[src/rtl/mem_arbiter_if.sv]
// Generic request/response port used for the fetch, data and shared memory sides of mem_arbiter.
// The requester drives the master side and the responder drives the slave side.
interface mem_arbiter_if #(
    parameter int unsigned ADDR_WIDTH = 32,
    parameter int unsigned DATA_WIDTH = 32
);
    localparam int unsigned STRB_WIDTH = DATA_WIDTH / 8;

    logic                  valid;
    logic [ADDR_WIDTH-1:0] addr;
    logic [DATA_WIDTH-1:0] wdata;
    logic [STRB_WIDTH-1:0] wstrb;
    logic                  fence;
    logic                  spec;
    logic                  instr;
    logic                  ready;
    logic [DATA_WIDTH-1:0] rdata;

    modport master (
        output valid,
        output addr,
        output wdata,
        output wstrb,
        output fence,
        output spec,
        output instr,
        input  ready,
        input  rdata
    );

    modport slave (
        input  valid,
        input  addr,
        input  wdata,
        input  wstrb,
        input  fence,
        input  spec,
        input  instr,
        output ready,
        output rdata
    );
endinterface

[src/rtl/mem_arbiter.sv]
// Shares one memory port between instruction fetch and data requesters.
// One pending slot per requester, round-robin on conflict, one outstanding transaction, fetch redirect kill.
module mem_arbiter #(
    parameter int unsigned ADDR_WIDTH = 32,
    parameter int unsigned DATA_WIDTH = 32
) (
    input  logic          clock,
    input  logic          reset,
    mem_arbiter_if.slave  imem,
    mem_arbiter_if.slave  dmem,
    mem_arbiter_if.master mem
);
    localparam int unsigned STRB_WIDTH = DATA_WIDTH / 8;

    typedef enum logic [1:0] {
        IDLE  = 2'd0,
        IBUSY = 2'd1,
        DBUSY = 2'd2
    } state_t;

    typedef struct packed {
        logic [ADDR_WIDTH-1:0] addr;
        logic                  fence;
    } ireq_t;

    typedef struct packed {
        logic [ADDR_WIDTH-1:0] addr;
        logic [DATA_WIDTH-1:0] wdata;
        logic [STRB_WIDTH-1:0] wstrb;
    } dreq_t;

    typedef struct packed {
        logic [ADDR_WIDTH-1:0] addr;
        logic [DATA_WIDTH-1:0] wdata;
        logic [STRB_WIDTH-1:0] wstrb;
        logic                  fence;
        logic                  instr;
    } mreq_t;

    state_t state_q, state_d;
    logic   ipend_q, ipend_d;
    ireq_t  ireq_q, ireq_d;
    logic   dpend_q, dpend_d;
    dreq_t  dreq_q, dreq_d;
    logic   kill_q, kill_d;
    logic   last_data_q, last_data_d;
    mreq_t  hold_q, hold_d;

    ireq_t  ireq_in;
    dreq_t  dreq_in;
    ireq_t  icur;
    dreq_t  dcur;
    mreq_t  issue_req;
    mreq_t  out_req;
    logic   redirect;
    logic   icand;
    logic   dcand;
    logic   grant_i;
    logic   issue;
    logic   i_done;
    logic   d_done;

    // Request fields the arbiter never consumes on these sides.
    logic unused_inputs;
    assign unused_inputs = ^{imem.wdata, imem.wstrb, imem.instr,
                             dmem.fence, dmem.spec, dmem.instr};

    always_comb begin
        ireq_in.addr  = imem.addr;
        ireq_in.fence = imem.fence;
        dreq_in.addr  = dmem.addr;
        dreq_in.wdata = dmem.wdata;
        dreq_in.wstrb = dmem.wstrb;
    end

    // Next-state, pending-slot and issue logic.
    always_comb begin
        state_d     = state_q;
        ipend_d     = ipend_q;
        ireq_d      = ireq_q;
        dpend_d     = dpend_q;
        dreq_d      = dreq_q;
        kill_d      = kill_q;
        last_data_d = last_data_q;
        hold_d      = hold_q;
        issue_req   = hold_q;
        issue       = 1'b0;
        grant_i     = 1'b0;
        i_done      = 1'b0;
        d_done      = 1'b0;

        redirect = imem.valid & imem.spec;
        icand    = ipend_q | imem.valid;
        dcand    = dpend_q | dmem.valid;
        icur     = imem.valid ? ireq_in : ireq_q;
        dcur     = dpend_q ? dreq_q : dreq_in;

        // Newest fetch always replaces the pending one; a redirect does the same.
        if (imem.valid) begin
            ipend_d = 1'b1;
            ireq_d  = ireq_in;
        end

        // A second data request while one is outstanding is dropped.
        if (dmem.valid && !dpend_q && !(state_q == DBUSY && !mem.ready)) begin
            dpend_d = 1'b1;
            dreq_d  = dreq_in;
        end

        case (state_q)
            IDLE: begin
                if (icand || dcand) begin
                    issue       = 1'b1;
                    grant_i     = icand & (~dcand | last_data_q);
                    last_data_d = ~grant_i;
                    if (grant_i) begin
                        ipend_d         = 1'b0;
                        issue_req.addr  = icur.addr;
                        issue_req.wdata = '0;
                        issue_req.wstrb = '0;
                        issue_req.fence = icur.fence;
                        issue_req.instr = 1'b1;
                        state_d         = IBUSY;
                    end else begin
                        dpend_d         = 1'b0;
                        issue_req.addr  = dcur.addr;
                        issue_req.wdata = dcur.wdata;
                        issue_req.wstrb = dcur.wstrb;
                        issue_req.fence = 1'b0;
                        issue_req.instr = 1'b0;
                        state_d         = DBUSY;
                    end
                    hold_d = issue_req;
                end
            end
            IBUSY: begin
                if (mem.ready) begin
                    i_done  = ~kill_q & ~redirect;
                    kill_d  = 1'b0;
                    state_d = IDLE;
                end else if (redirect) begin
                    kill_d = 1'b1;
                end
            end
            DBUSY: begin
                if (mem.ready) begin
                    d_done  = 1'b1;
                    state_d = IDLE;
                end
            end
            default: begin
                state_d = IDLE;
            end
        endcase

        // Nothing leaves the block during the reset cycle.
        if (reset) begin
            issue  = 1'b0;
            i_done = 1'b0;
            d_done = 1'b0;
        end

        out_req = issue ? issue_req : hold_q;
    end

    always_ff @(posedge clock) begin
        if (reset) begin
            state_q     <= IDLE;
            ipend_q     <= 1'b0;
            ireq_q      <= '0;
            dpend_q     <= 1'b0;
            dreq_q      <= '0;
            kill_q      <= 1'b0;
            last_data_q <= 1'b1;
            hold_q      <= '0;
        end else begin
            state_q     <= state_d;
            ipend_q     <= ipend_d;
            ireq_q      <= ireq_d;
            dpend_q     <= dpend_d;
            dreq_q      <= dreq_d;
            kill_q      <= kill_d;
            last_data_q <= last_data_d;
            hold_q      <= hold_d;
        end
    end

    // Issue and responses are combinational so a request in IDLE reaches memory the same cycle.
    assign mem.valid  = issue;
    assign mem.addr   = out_req.addr;
    assign mem.wdata  = out_req.wdata;
    assign mem.wstrb  = out_req.wstrb;
    assign mem.fence  = out_req.fence;
    assign mem.instr  = out_req.instr;
    assign mem.spec   = 1'b0;

    assign imem.ready = i_done;
    assign imem.rdata = i_done ? mem.rdata : '0;
    assign dmem.ready = d_done;
    assign dmem.rdata = d_done ? mem.rdata : '0;
endmodule

[src/flat_wrapper.sv]
// flat-port wrapper written by rule: the top's interface ports become plain ports
module mem_arbiter_flat 
#(
    parameter int unsigned ADDR_WIDTH = 32,
    parameter int unsigned DATA_WIDTH = 32
)
  (clock, reset, imem_valid, imem_addr, imem_wdata, imem_wstrb, imem_fence, imem_spec, imem_instr, imem_ready, imem_rdata, dmem_valid, dmem_addr, dmem_wdata, dmem_wstrb, dmem_fence, dmem_spec, dmem_instr, dmem_ready, dmem_rdata, mem_valid, mem_addr, mem_wdata, mem_wstrb, mem_fence, mem_spec, mem_instr, mem_ready, mem_rdata);
  mem_arbiter_if #(.ADDR_WIDTH(ADDR_WIDTH), .DATA_WIDTH(DATA_WIDTH)) imem_i ();
  mem_arbiter_if #(.ADDR_WIDTH(ADDR_WIDTH), .DATA_WIDTH(DATA_WIDTH)) dmem_i ();
  mem_arbiter_if #(.ADDR_WIDTH(ADDR_WIDTH), .DATA_WIDTH(DATA_WIDTH)) mem_i ();
  input  logic clock;
  input  logic reset;
  input wire logic [$bits(imem_i.valid)-1:0] imem_valid;
  input wire logic [$bits(imem_i.addr)-1:0] imem_addr;
  input wire logic [$bits(imem_i.wdata)-1:0] imem_wdata;
  input wire logic [$bits(imem_i.wstrb)-1:0] imem_wstrb;
  input wire logic [$bits(imem_i.fence)-1:0] imem_fence;
  input wire logic [$bits(imem_i.spec)-1:0] imem_spec;
  input wire logic [$bits(imem_i.instr)-1:0] imem_instr;
  output wire logic [$bits(imem_i.ready)-1:0] imem_ready;
  output wire logic [$bits(imem_i.rdata)-1:0] imem_rdata;
  input wire logic [$bits(dmem_i.valid)-1:0] dmem_valid;
  input wire logic [$bits(dmem_i.addr)-1:0] dmem_addr;
  input wire logic [$bits(dmem_i.wdata)-1:0] dmem_wdata;
  input wire logic [$bits(dmem_i.wstrb)-1:0] dmem_wstrb;
  input wire logic [$bits(dmem_i.fence)-1:0] dmem_fence;
  input wire logic [$bits(dmem_i.spec)-1:0] dmem_spec;
  input wire logic [$bits(dmem_i.instr)-1:0] dmem_instr;
  output wire logic [$bits(dmem_i.ready)-1:0] dmem_ready;
  output wire logic [$bits(dmem_i.rdata)-1:0] dmem_rdata;
  output wire logic [$bits(mem_i.valid)-1:0] mem_valid;
  output wire logic [$bits(mem_i.addr)-1:0] mem_addr;
  output wire logic [$bits(mem_i.wdata)-1:0] mem_wdata;
  output wire logic [$bits(mem_i.wstrb)-1:0] mem_wstrb;
  output wire logic [$bits(mem_i.fence)-1:0] mem_fence;
  output wire logic [$bits(mem_i.spec)-1:0] mem_spec;
  output wire logic [$bits(mem_i.instr)-1:0] mem_instr;
  input wire logic [$bits(mem_i.ready)-1:0] mem_ready;
  input wire logic [$bits(mem_i.rdata)-1:0] mem_rdata;
  assign imem_i.valid = imem_valid;
  assign imem_i.addr = imem_addr;
  assign imem_i.wdata = imem_wdata;
  assign imem_i.wstrb = imem_wstrb;
  assign imem_i.fence = imem_fence;
  assign imem_i.spec = imem_spec;
  assign imem_i.instr = imem_instr;
  assign imem_ready = imem_i.ready;
  assign imem_rdata = imem_i.rdata;
  assign dmem_i.valid = dmem_valid;
  assign dmem_i.addr = dmem_addr;
  assign dmem_i.wdata = dmem_wdata;
  assign dmem_i.wstrb = dmem_wstrb;
  assign dmem_i.fence = dmem_fence;
  assign dmem_i.spec = dmem_spec;
  assign dmem_i.instr = dmem_instr;
  assign dmem_ready = dmem_i.ready;
  assign dmem_rdata = dmem_i.rdata;
  assign mem_valid = mem_i.valid;
  assign mem_addr = mem_i.addr;
  assign mem_wdata = mem_i.wdata;
  assign mem_wstrb = mem_i.wstrb;
  assign mem_fence = mem_i.fence;
  assign mem_spec = mem_i.spec;
  assign mem_instr = mem_i.instr;
  assign mem_i.ready = mem_ready;
  assign mem_i.rdata = mem_rdata;
  mem_arbiter #(.ADDR_WIDTH(ADDR_WIDTH), .DATA_WIDTH(DATA_WIDTH)) u_core (.clock(clock), .reset(reset), .imem(imem_i), .dmem(dmem_i), .mem(mem_i));
endmodule
[config.mk]
export PLATFORM = sky130hd
export DESIGN_NAME = mem_arbiter_flat
export DESIGN_NICKNAME = d
export VERILOG_FILES = /design/src/rtl/mem_arbiter_if.sv /design/src/rtl/mem_arbiter.sv /design/src/flat_wrapper.sv
export SDC_FILE = /design/constraint.sdc
export NUM_CORES = 1
export LEC_CHECK = 0
export BUFFER_PORTS_ARGS = -buffer_cell sky130_fd_sc_hd__buf_2
export CORE_MARGIN = 2
export CORE_UTILIZATION = 30
export DETAILED_ROUTE_END_ITERATION = 10
export GPL_TIMING_DRIVEN = 0
export PLACE_DENSITY = 0.56
export SYNTH_ARGS = -nofsm -noshare
export SYNTH_HDL_FRONTEND = slang
export SYNTH_SLANG_ARGS = --single-unit
[constraint.sdc]
create_clock -name clock -period 2.25 [get_ports clock]
set_input_delay 0.1125 -clock clock [delete_from_list [all_inputs] [get_ports clock]]
set_output_delay 0.1125 -clock clock [all_outputs]
set_load 0.1 [all_outputs]
==> results of run 1 <==
## routing by layer
metal | up-vias | part of all wire, % | track usage, %
met5 | - | 0 | 0
met2 | 204 | 49 | 35.7
met1 | 4145 | 44 | 26.4
met3 | 39 | 4.7 | 4.88
met4 | 0 | 1.8 | 5.90
li1 | 4172 | - | -
## power groups by stage
stage	combinational (mW)	sequential, mW	clock (mW)
finish	7.45	3.72	3.04
detailed placement	5.04	3.71	0
global route	7.76	3.76	3.22
floorplan	4.04	3.68	0
CTS	7.07	3.69	3.11
global placement	5.02	3.70	0
## cells by family (layout without fill, tap and decap cells)
logic type | count (synthesis) | count (layout)
other cells | 1 | 1
flops | 177 | 177
simple gates | 355 | 355
buf+inv | 86 | 526
mux | 201 | 201
compound gates | 156 | 156
fa+ha+maj | 3 | 3
## layout by cell type (no fill, tap or decap), drive strengths merged, types with 2 or more instances in the layout
cell type,instances
dfxtp,177
a32oi,2
nand3b,32
ha,3
a21oi,40
clkbuf,63
a211oi,3
clkinv,3
nand2,145
mux2i,132
dlygate4sd3,101
buf,342
inv,14
o21ai,103
mux2,69
nand2b,2
and2,64
clkinvlp,2
nor2,105
## repair_timing
item                                    CTS  global route
setup buffers                            22             5
hold endpoints to repair                101             0
resized for setup                       579           215
hold buffers                            101             0
endpoints found under the setup margin  194           146
pin swaps                                58            36
cloned                                   10             4
## state kept, by name, indices dropped and copies added, names as in the netlist
name	flops
u_core.ipend_q	1
u_core.dpend_q	1
u_core.state_q	2
u_core.kill_q	1
u_core.hold_q	70
u_core.last_data_q	1
u_core.dreq_q	68
u_core.ireq_q	33
## final cells by class
cell class,count,area share [%]
repair buffers,413,29.2
flip-flops and latches,177,22.4
multi-input cells,716,37.5
inverters,5,0.118
plain buffers,76,4.09
well taps,378,2.98
clock buffers,17,2.68
clock inverters,15,1.02
## through the flow
stage	std cells	area (um2)	setup slack, ns	setup TNS (ns)	hold slack, ns
5_1_grt	1797	15900	-0.174	-10.18	0.0791
3_5_place_dp	1630	10800	-0.811	-72.62	0.327
2_1_floorplan	979	8950	-0.251	-14.80	0.214
6_report	1797	15900	-0.117	-5.26	0.0514
4_1_cts	1794	15000	-0.263	-16.58	0.0361
3_3_place_gp	1630	10800	-0.810	-70.78	0.321
## final timing paths
| kind | from | to | slack, ns |
|---|---|---|---|
| min reg2reg | u_core.hold_q[29]$_SDFF_PP0_ | u_core.hold_q[29]$_SDFF_PP0_ | 0.48 |
| max | u_core.ipend_q$_SDFF_PP0_ | mem_addr[12] | -0.12 |
| max reg2reg | u_core.state_q[0]$_SDFFE_PP0P_ | u_core.dreq_q[5]$_SDFFE_PP0P_ | 0.07 |
| min | imem_fence | u_core.ireq_q[0]$_SDFF_PP0_ | 0.05 |
## worst max-delay path, cell delays in order (launching register included)
cell     delay (ns)
dfxtp_4        0.36
o41ai_4        0.42
or2_4          0.21
buf_12         0.14
buf_16         0.16
buf_8          0.14
nand2_1        0.10
o21ai_4        0.09
buf_12         0.19
==> results.json, run 1 <==
{
  "synth_fa_ha_area_share_pct": 0.439,
  "ys_ff_latch": 177,
  "maxSlewViolCount": 0,
  "synth.area.top_cells": "dfxtp_1 41%, mux2i_1 15%, mux2_2 9.1%",
  "first_global_vias": 9063,
  "portBuffers": 273,
  "fin_crit_ns": 2.37,
  "hp-class": "in2reg",
  "synth-xor-area-share_pct": 0,
  "synth_cell_types": 36,
  "drive_gt1_share_pct": 45.5,
  "die_w_um": 173,
  "drt_iter0_markers": 358,
  "cts_buffer_depth": 2,
  "cts_tree": "built",
  "switching_power_mw": 6.21,
  "worstPathArrival_ns": 2.25,
  "netlist_area_mm2": 0.00854,
  "worst_slew_pin_slew_ns": 0.749,
  "drv_cap": 0,
  "clk_latency_ns": 0.44,
  "yosys-mux-area-fraction_pct": 24.6,
  "synth_seq_area_share_pct": 41.5,
  "grt_pass1_wl_um": 49700,
  "diodes": 0,
  "ys_warn_count": 0,
  "yosys.area_share.simple_pct": 19.2,
  "synthesis.instances": 979,
  "clk_pin_slew_ns": 0.07,
  "power_frac_comb_pct": 52.4,
  "start_util_pct": 30.6,
  "seqPwrFrac_pct": 26.2,
  "grt_max_degree": 19,
  "synth_compound_area_share_pct": 9.87,
  "fp-row-count": 61,
  "dr.pass1.iters": 5,
  "synth_common_cells": "177 x dfxtp_1, 145 x nand2_1, 132 x mux2i_1",
  "overflow": 0,
  "internal_power_mw": 8.00,
  "die_y_um": 173,
  "hpwlAfterDp_um": 20500,
  "yosysMostFrequentCell": "dfxtp_1",
  "rsz0062_at_grt": "true",
  "powerDensity_mw_per_mm2": 896,
  "vias_per_cell": 4.76,
  "p_clk_share_pct": 21.4,
  "path_class": "reg2out",
  "htreeDepth": 4,
  "finalClockSkew_ns": 0.0171,
  "drc": 0,
  "ir_worst_vdd_v": 0.000555,
  "final_nets": 1588,
  "hold_depth": 3,
  "synth_edf_count": 0,
  "antenna_found_initial": 0,
  "fin_total_pwr_mw": 14.2,
  "fp.coreArea_mm2": 0.0279,
  "routabilityCongestion": 0.802,
  "worstPathMaxFanout": 10,
  "fmax_mhz": 423,
  "seqCellArea_mm2": 0.00355,
  "yosysTopAreaCellShare_pct": 41.5,
  "start_kind": "register",
  "multiInputGateArea_mm2": 0.00595,
  "hold_viol": 0,
  "final_util_pct": 56.8,
  "status": "finished with violations",
  "min_period_over_period_pct": 105,
  "power.leakage_nw": 6.65,
  "post_synth.cell_area_avg_um2": 8.73,
  "switching_share_pct": 43.7,
  "cts_root_buf": "clkbuf_16",
  "violations": "setup timing",
  "synthToLayoutAreaGrowth_pct": 85.6,
  "track_usage_pct": 20.9,
  "r2r_cells": 7,
  "synth_top_family_by_area": "multiplexers",
  "n_fill_cell": 2368,
  "vias": 8560,
  "worst_setup_path_end_kind": "primary output",
  "synth_flop_cell": "dfxtp_1",
  "worst-endpoint-required_ns": 2.14,
  "io_pins": 317,
  "setup_ws_ns": -0.117,
  "setup_viol": 70,
  "post_drt_wl_per_cell_um": 18.4,
  "synthArstFlopShare_pct": 0,
  "drt-total-wl_um": 33000,
  "slew_headroom_pct": 50.1,
  "ant_nets": 0,
  "yosys.area.top_type": "dfxtp_1",
  "syn_nets": 1161,
  "clock_sinks": 177,
  "cts_made_buffers": 17,
  "fp.dieArea_mm2": 0.0298
}
Note: power is estimated with default switching activity, not from simulation.
==> run 2: changes to the inputs <==
- ABC_AREA: default -> 1
==> results.json, run 2 <==
{
  "placed_cell_area_mm2": 0.0117,
  "post_drt_wl_per_cell_um": 15.7,
  "synthesis.instances": 1410,
  "top_register": "u_core.hold_q",
  "fin_crit_ns": 2.21,
  "reg2reg_from": "u_core.state_q[0]$_SDFFE_PP0P_",
  "final_cell_mix": "372 x nand2_1, 176 x dfxtp_1, 172 x buf_2, 144 x inv_1, 144 x nor2_1",
  "synth_seq_area_share_pct": 39.6,
  "worst_slew_pin_slew_ns": 0.663,
  "worst-endpoint-required_ns": 2.14,
  "fp-row-count": 63,
  "io_pins": 317,
  "powerDensity_mw_per_mm2": 1440,
  "track_usage_pct": 21.3,
  "top_regs": "u_core.hold_q: 70 flops, u_core.dreq_q: 68 flops, u_core.ireq_q: 33 flops",
  "holdWs_ns": 0.0180,
  "min_period_over_period_pct": 98.4,
  "r2r_slack_ns": 0.34,
  "setup_viol": 0,
  "synthToLayoutAreaGrowth_pct": 66.1,
  "vias_per_cell": 4.65,
  "hold_depth": 3,
  "status": "finished clean",
  "antenna_found_initial": 0,
  "ys_ff_latch": 177,
  "grt_max_degree": 19,
  "worstPathMaxFanout": 10,
  "layout_commonest_cell": "nand2_1",
  "drt_iter0_markers": 650,
  "first_global_vias": 9576,
  "synth.area.top_cells": "dfxtp_1 40%, nand2_1 16%, o21ai_0 8.2%",
  "path_class": "reg2out",
  "fp.dieArea_mm2": 0.0312,
  "netlist_area_mm2": 0.00895,
  "rsz0062_at_grt": "true",
  "hp-class": "in2reg",
  "overflow": 0,
  "vias": 10300,
  "r2r_end": "u_core.dreq_q[66]$_SDFFE_PP0P_",
  "routabilityCongestion": 0.793,
  "synthArstFlopShare_pct": 0,
  "ant_nets": 0,
  "hpwlAfterDp_um": 24000,
  "final_cell_area_mm2": 0.0149,
  "clk_latency_ns": 0.45,
  "maxSlewViolCount": 0,
  "worst_setup_path_end_kind": "primary output",
  "htreeDepth": 4,
  "drt-total-wl_um": 34500,
  "die_y_um": 177,
  "grt_pass1_wl_um": 52100,
  "synth_common_cells": "373 x nand2_1, 177 x dfxtp_1, 167 x nor2_1",
  "cts_buffer_depth": 2,
  "drive_gt1_share_pct": 29.4,
  "die_w_um": 177,
  "slew_headroom_pct": 55.8,
  "fmax_mhz": 452,
  "ys_warn_count": 0,
  "r2r_cells": 8,
  "yosysTopAreaCellShare_pct": 39.6,
  "post_synth.cell_area_avg_um2": 6.35,
  "diodes": 0,
  "fin_tns_setup_ns": 0,
  "synth_edf_count": 0,
  "syn_nets": 1592,
  "clk_pin_slew_ns": 0.07,
  "place_worst_setup_slack_ns": -0.0553,
  "finalClockSkew_ns": 0.0231,
  "min_from": "imem_spec",
  "yosys.area.top_type": "dfxtp_1",
  "cts_root_buf": "clkbuf_16",
  "dr.pass1.iters": 5,
  "hold_viol": 0,
  "clock_sinks": 177,
  "worstPathArrival_ns": 2.10,
  "setup_ws_ns": 0.0370,
  "start_kind": "register",
  "largest_reg_flops": 70,
  "drc": 0,
  "cts_made_buffers": 17,
  "final_nets": 1983,
  "drv_cap": 0,
  "start_util_pct": 30.4,
  "final_util_pct": 50.4,
  "cts_tree": "built",
  "portBuffers": 273,
  "synth_flop_cell": "dfxtp_1",
  "synth_cell_types": 25,
  "power.leakage_nw": 6.71,
  "fp.coreArea_mm2": 0.0295,
  "yosysMostFrequentCell": "nand2_1",
  "whs_endpoint": "u_core.kill_q$_SDFFE_PP0P_",
  "ir_worst_vdd_v": 0.00102
}
## run 2: how the worst max path moves through the flow
stage,cells after the start,slack (ns),from,end
5_1_grt,10,-0.06,u_core.dpend_q$_SDFF_PP0_,mem_addr[29]
6_report,8,0.04,u_core.dpend_q$_SDFF_PP0_,mem_addr[30]
2_1_floorplan,7,-0.11,u_core.state_q[1]$_SDFFE_PP0P_,imem_rdata[22]
3_5_place_dp,11,-0.06,u_core.dpend_q$_SDFF_PP0_,mem_instr
4_1_cts,8,-0.05,u_core.dpend_q$_SDFF_PP0_,mem_addr[30]
3_3_place_gp,11,-0.04,u_core.dpend_q$_SDFF_PP0_,mem_instr
## run 2: cells by family (layout without fill, tap and decap cells)
family | Yosys count | in the layout | share of synthesized area, %
compound gates | 291 | 291 | 16.5
fa+ha+maj | 3 | 3 | 0.419
buf+inv | 255 | 658 | 12.1
flops | 177 | 177 | 39.6
other cells | 1 | 1 | 0.0419
simple gates | 683 | 684 | 31.3
## run 2: report_power, final
group          switching (mW)  internal, mW  leakage [nW]
logic                    9.60          4.71          4.96
clock network            1.48          1.51         0.284
registers               0.291          3.83          1.46
total                    11.4          10.0          6.71
## run 2: area by class of cell
class | instances | area (um2)
well taps | 390 | 488
clock inverters | 14 | 141
flip-flops and latches | 177 | 3540
repair buffers | 372 | 3570
plain buffers | 104 | 758
multi-input cells | 979 | 5350
fillers | 2879 | 14600
clock buffers | 18 | 439
inverters | 150 | 573
## run 2: metal layers
metal / part of all wire, % / up-vias / global-route usage [%]
li1: - / 5203 / -
met1: 44 / 4781 / 27.9
met2: 49 / 250 / 35.5
met3: 5.3 / 25 / 4.62
met4: 1.4 / 0 / 5.03
met5: 0 / - / 0
## run 2: per-stage QoR
| stage | instances | power (mW) |
|---|---|---|
| after floorplan | 1410 | 13.4 |
| after global placement | 2073 | 15.5 |
| after detailed placement | 2073 | 15.5 |
| after CTS | 2194 | 20.9 |
| final | 2204 | 21.4 |
| after global routing | 2204 | 22.4 |
## run 2: critical path: stages (launching register included)
cell and delay, ns:
dfxtp_1 0.31, buf_6 0.14, o21ai_4 0.25, nand2_4 0.14
buf_4 0.21, nand2_1 0.08, nand3_1 0.12, o21ai_4 0.21
buf_12 0.20
## run 2: timing repair
item / in CTS / in global routing
pin swaps: 6 / 50
gates cloned: 0 / 2
resized for setup: 350 / 141
hold endpoints to repair: 85 / 0
hold buffers: 85 / 0
buffers inserted: 4 / 9
setup endpoints to repair: 110 / 122
==> run 3: changes to the inputs <==
- CELL_PAD_IN_SITES_DETAIL_PLACEMENT: default -> 0
- CELL_PAD_IN_SITES_GLOBAL_PLACEMENT: default -> 1
- PLACE_DENSITY: 0.56 -> 0.76
==> results.json, run 3 (synthesized netlist as in run 2, its figures left out) <==
{
  "die_y_um": 177,
  "worst_setup_path_end_kind": "primary output",
  "seqPwrFrac_pct": 18.9,
  "finalClockSkew_ns": 0.0149,
  "fin_crit_ns": 2.23,
  "cts_buffer_depth": 2,
  "seqCellArea_mm2": 0.00355,
  "setup_viol": 0,
  "routabilityCongestion": 0.803,
  "cts_root_buf": "clkbuf_16",
  "powerDensity_mw_per_mm2": 1450,
  "fmax_mhz": 448,
  "top_regs": "u_core.hold_q: 70 flops, u_core.dreq_q: 68 flops, u_core.ireq_q: 33 flops",
  "min_from": "dmem_wdata[31]",
  "fp.coreArea_mm2": 0.0295,
  "grt_pass1_wl_um": 52300,
  "p_clk_share_pct": 13.5,
  "fin_tns_setup_ns": 0,
  "drt_iter0_markers": 746,
  "worst_slew_pin_slew_ns": 0.673,
  "antenna_found_initial": 0,
  "final_cell_mix": "372 x nand2_1, 187 x buf_2, 174 x dfxtp_1, 144 x inv_1, 144 x nor2_1",
  "hold_viol": 0,
  "min_period_over_period_pct": 99.2,
  "dr.pass1.iters": 5,
  "clock_sinks": 177,
  "clk_latency_ns": 0.44,
  "worstPathMaxFanout": 10,
  "drv_cap": 0,
  "vias": 10200,
  "vias_per_cell": 4.65,
  "drc": 0,
  "internal_power_mw": 10.4,
  "reg2reg_from": "u_core.state_q[0]$_SDFFE_PP0P_",
  "top_register": "u_core.hold_q",
  "fp.dieArea_mm2": 0.0312,
  "ir_worst_vdd_v": 0.000925,
  "post_drt_wl_per_cell_um": 15.7,
  "r2r_end": "u_core.dreq_q[66]$_SDFFE_PP0P_",
  "largest_reg_flops": 70,
  "status": "finished clean",
  "drt-total-wl_um": 34400,
  "r2r_slack_ns": 0.26,
  "worst-endpoint-required_ns": 2.14,
  "layout_commonest_cell": "nand2_1",
  "holdWs_ns": 0.00341,
  "first_global_vias": 9703,
  "clk_pin_slew_ns": 0.07,
  "ant_nets": 0,
  "synthToLayoutAreaGrowth_pct": 68.4,
  "switching_share_pct": 52.5,
  "whs_endpoint": "u_core.dreq_q[35]$_SDFFE_PP0P_",
  "hpwlAfterDp_um": 24300,
  "maxSlewViolCount": 0,
  "final_util_pct": 51.1,
  "hp-class": "in2reg",
  "overflow": 0,
  "placed_cell_area_mm2": 0.0117,
  "die_w_um": 177,
  "hold_depth": 3,
  "start_util_pct": 30.4,
  "diodes": 0,
  "start_kind": "register",
  "multiInputGateArea_mm2": 0.00543,
  "io_pins": 317,
  "r2r_cells": 8,
  "htreeDepth": 4,
  "final_nets": 1977,
  "fp-row-count": 63,
  "drive_gt1_share_pct": 30.7,
  "switching_power_mw": 11.5,
  "path_class": "reg2out",
  "power_frac_comb_pct": 67.6,
  "worstPathArrival_ns": 2.12,
  "slew_headroom_pct": 55.1,
  "cts_made_buffers": 17,
  "cts_tree": "built",
  "portBuffers": 273,
  "n_fill_cell": 2913,
  "power.leakage_nw": 6.80,
  "final_cell_area_mm2": 0.0151,
  "track_usage_pct": 21.3,
  "rsz0062_at_grt": "true",
  "grt_max_degree": 19
}
[run 3: changes by cell type in the layout (fill, tap and decap cells not counted), moves of 11 or more]
cell,previous run,this run
dlygate4sd3_1,85,74
buf_4,47,29
nand3_1,79,59
buf_2,172,187
nand3_2,25,45
clkbuf_4,32,21
[run 3: timing repair]
| action | CTS | global route |
|---|---|---|
| pin swaps | 19 | 20 |
| hold endpoints to repair | 74 | 0 |
| endpoints found under the setup margin | 110 | 127 |
| setup buffers | 11 | 3 |
| resized for setup | 349 | 158 |
| gates cloned | 2 | 5 |
| hold buffers | 74 | 0 |
[run 3: how the worst max path moves through the flow]
stage | from | to | slack (ns) | cells after the start
2_1_floorplan | u_core.state_q[1]$_SDFFE_PP0P_ | imem_rdata[22] | -0.11 | 7
3_3_place_gp | u_core.dpend_q$_SDFF_PP0_ | mem_instr | -0.02 | 11
3_5_place_dp | u_core.dpend_q$_SDFF_PP0_ | mem_instr | -0.01 | 11
4_1_cts | u_core.dpend_q$_SDFF_PP0_ | mem_instr | -0.08 | 12
5_1_grt | u_core.state_q[0]$_SDFFE_PP0P_ | mem_wdata[13] | -0.04 | 9
6_report | u_core.state_q[0]$_SDFFE_PP0P_ | mem_wdata[13] | 0.02 | 9
[run 3: per-layer routing]
layer | GRT usage, % | part of all wire [%] | routed length, um
met2 | 36.5 | 49 | 16900
met1 | 28.1 | 46 | 15800
met5 | 0 | 0 | 0
met4 | 4.58 | 1.1 | 362
met3 | 3.52 | 4.0 | 1370
[run 3: area by class of cell]
cell class                 count  area share (%)
inverter                     150            3.82
clock inverter                14           0.971
sequential                   177            23.5
multi-input combinational    978            36.0
timing repair buffer         368            24.4
buffer                       103            5.20
clock buffer                  17            2.82
tap                          390            3.24
[run 3: critical path, stage by stage, from the launching register on]
cell and delay (ns):
dfxtp_2 0.34, inv_4 0.07, ha_4 0.18, nand2_8 0.07, buf_12 0.14, inv_6 0.12
buf_6 0.18, nand3_1 0.16, o21ai_4 0.22, buf_12 0.19
[run 3: through the flow]
| stage | instances | total power, mW | setup WS (ns) |
|---|---|---|---|
| 2_1_floorplan | 1410 | 13.4 | -0.114 |
| 3_3_place_gp | 2073 | 15.5 | -0.0163 |
| 3_5_place_dp | 2073 | 15.6 | -0.0109 |
| 4_1_cts | 2190 | 21.1 | -0.0800 |
| 5_1_grt | 2197 | 22.9 | -0.0441 |
| 6_report | 2197 | 21.9 | 0.0187 |
[run 3: power by group through the flow]
stage          clock [mW]  combinational [mW]  sequential (mW)
3_3_place_gp            0                11.3             4.16
2_1_floorplan           0                9.26             4.12
6_report             2.96                14.8             4.15
3_5_place_dp            0                11.4             4.18
4_1_cts              3.01                14.0             4.11
5_1_grt              3.12                15.6             4.23
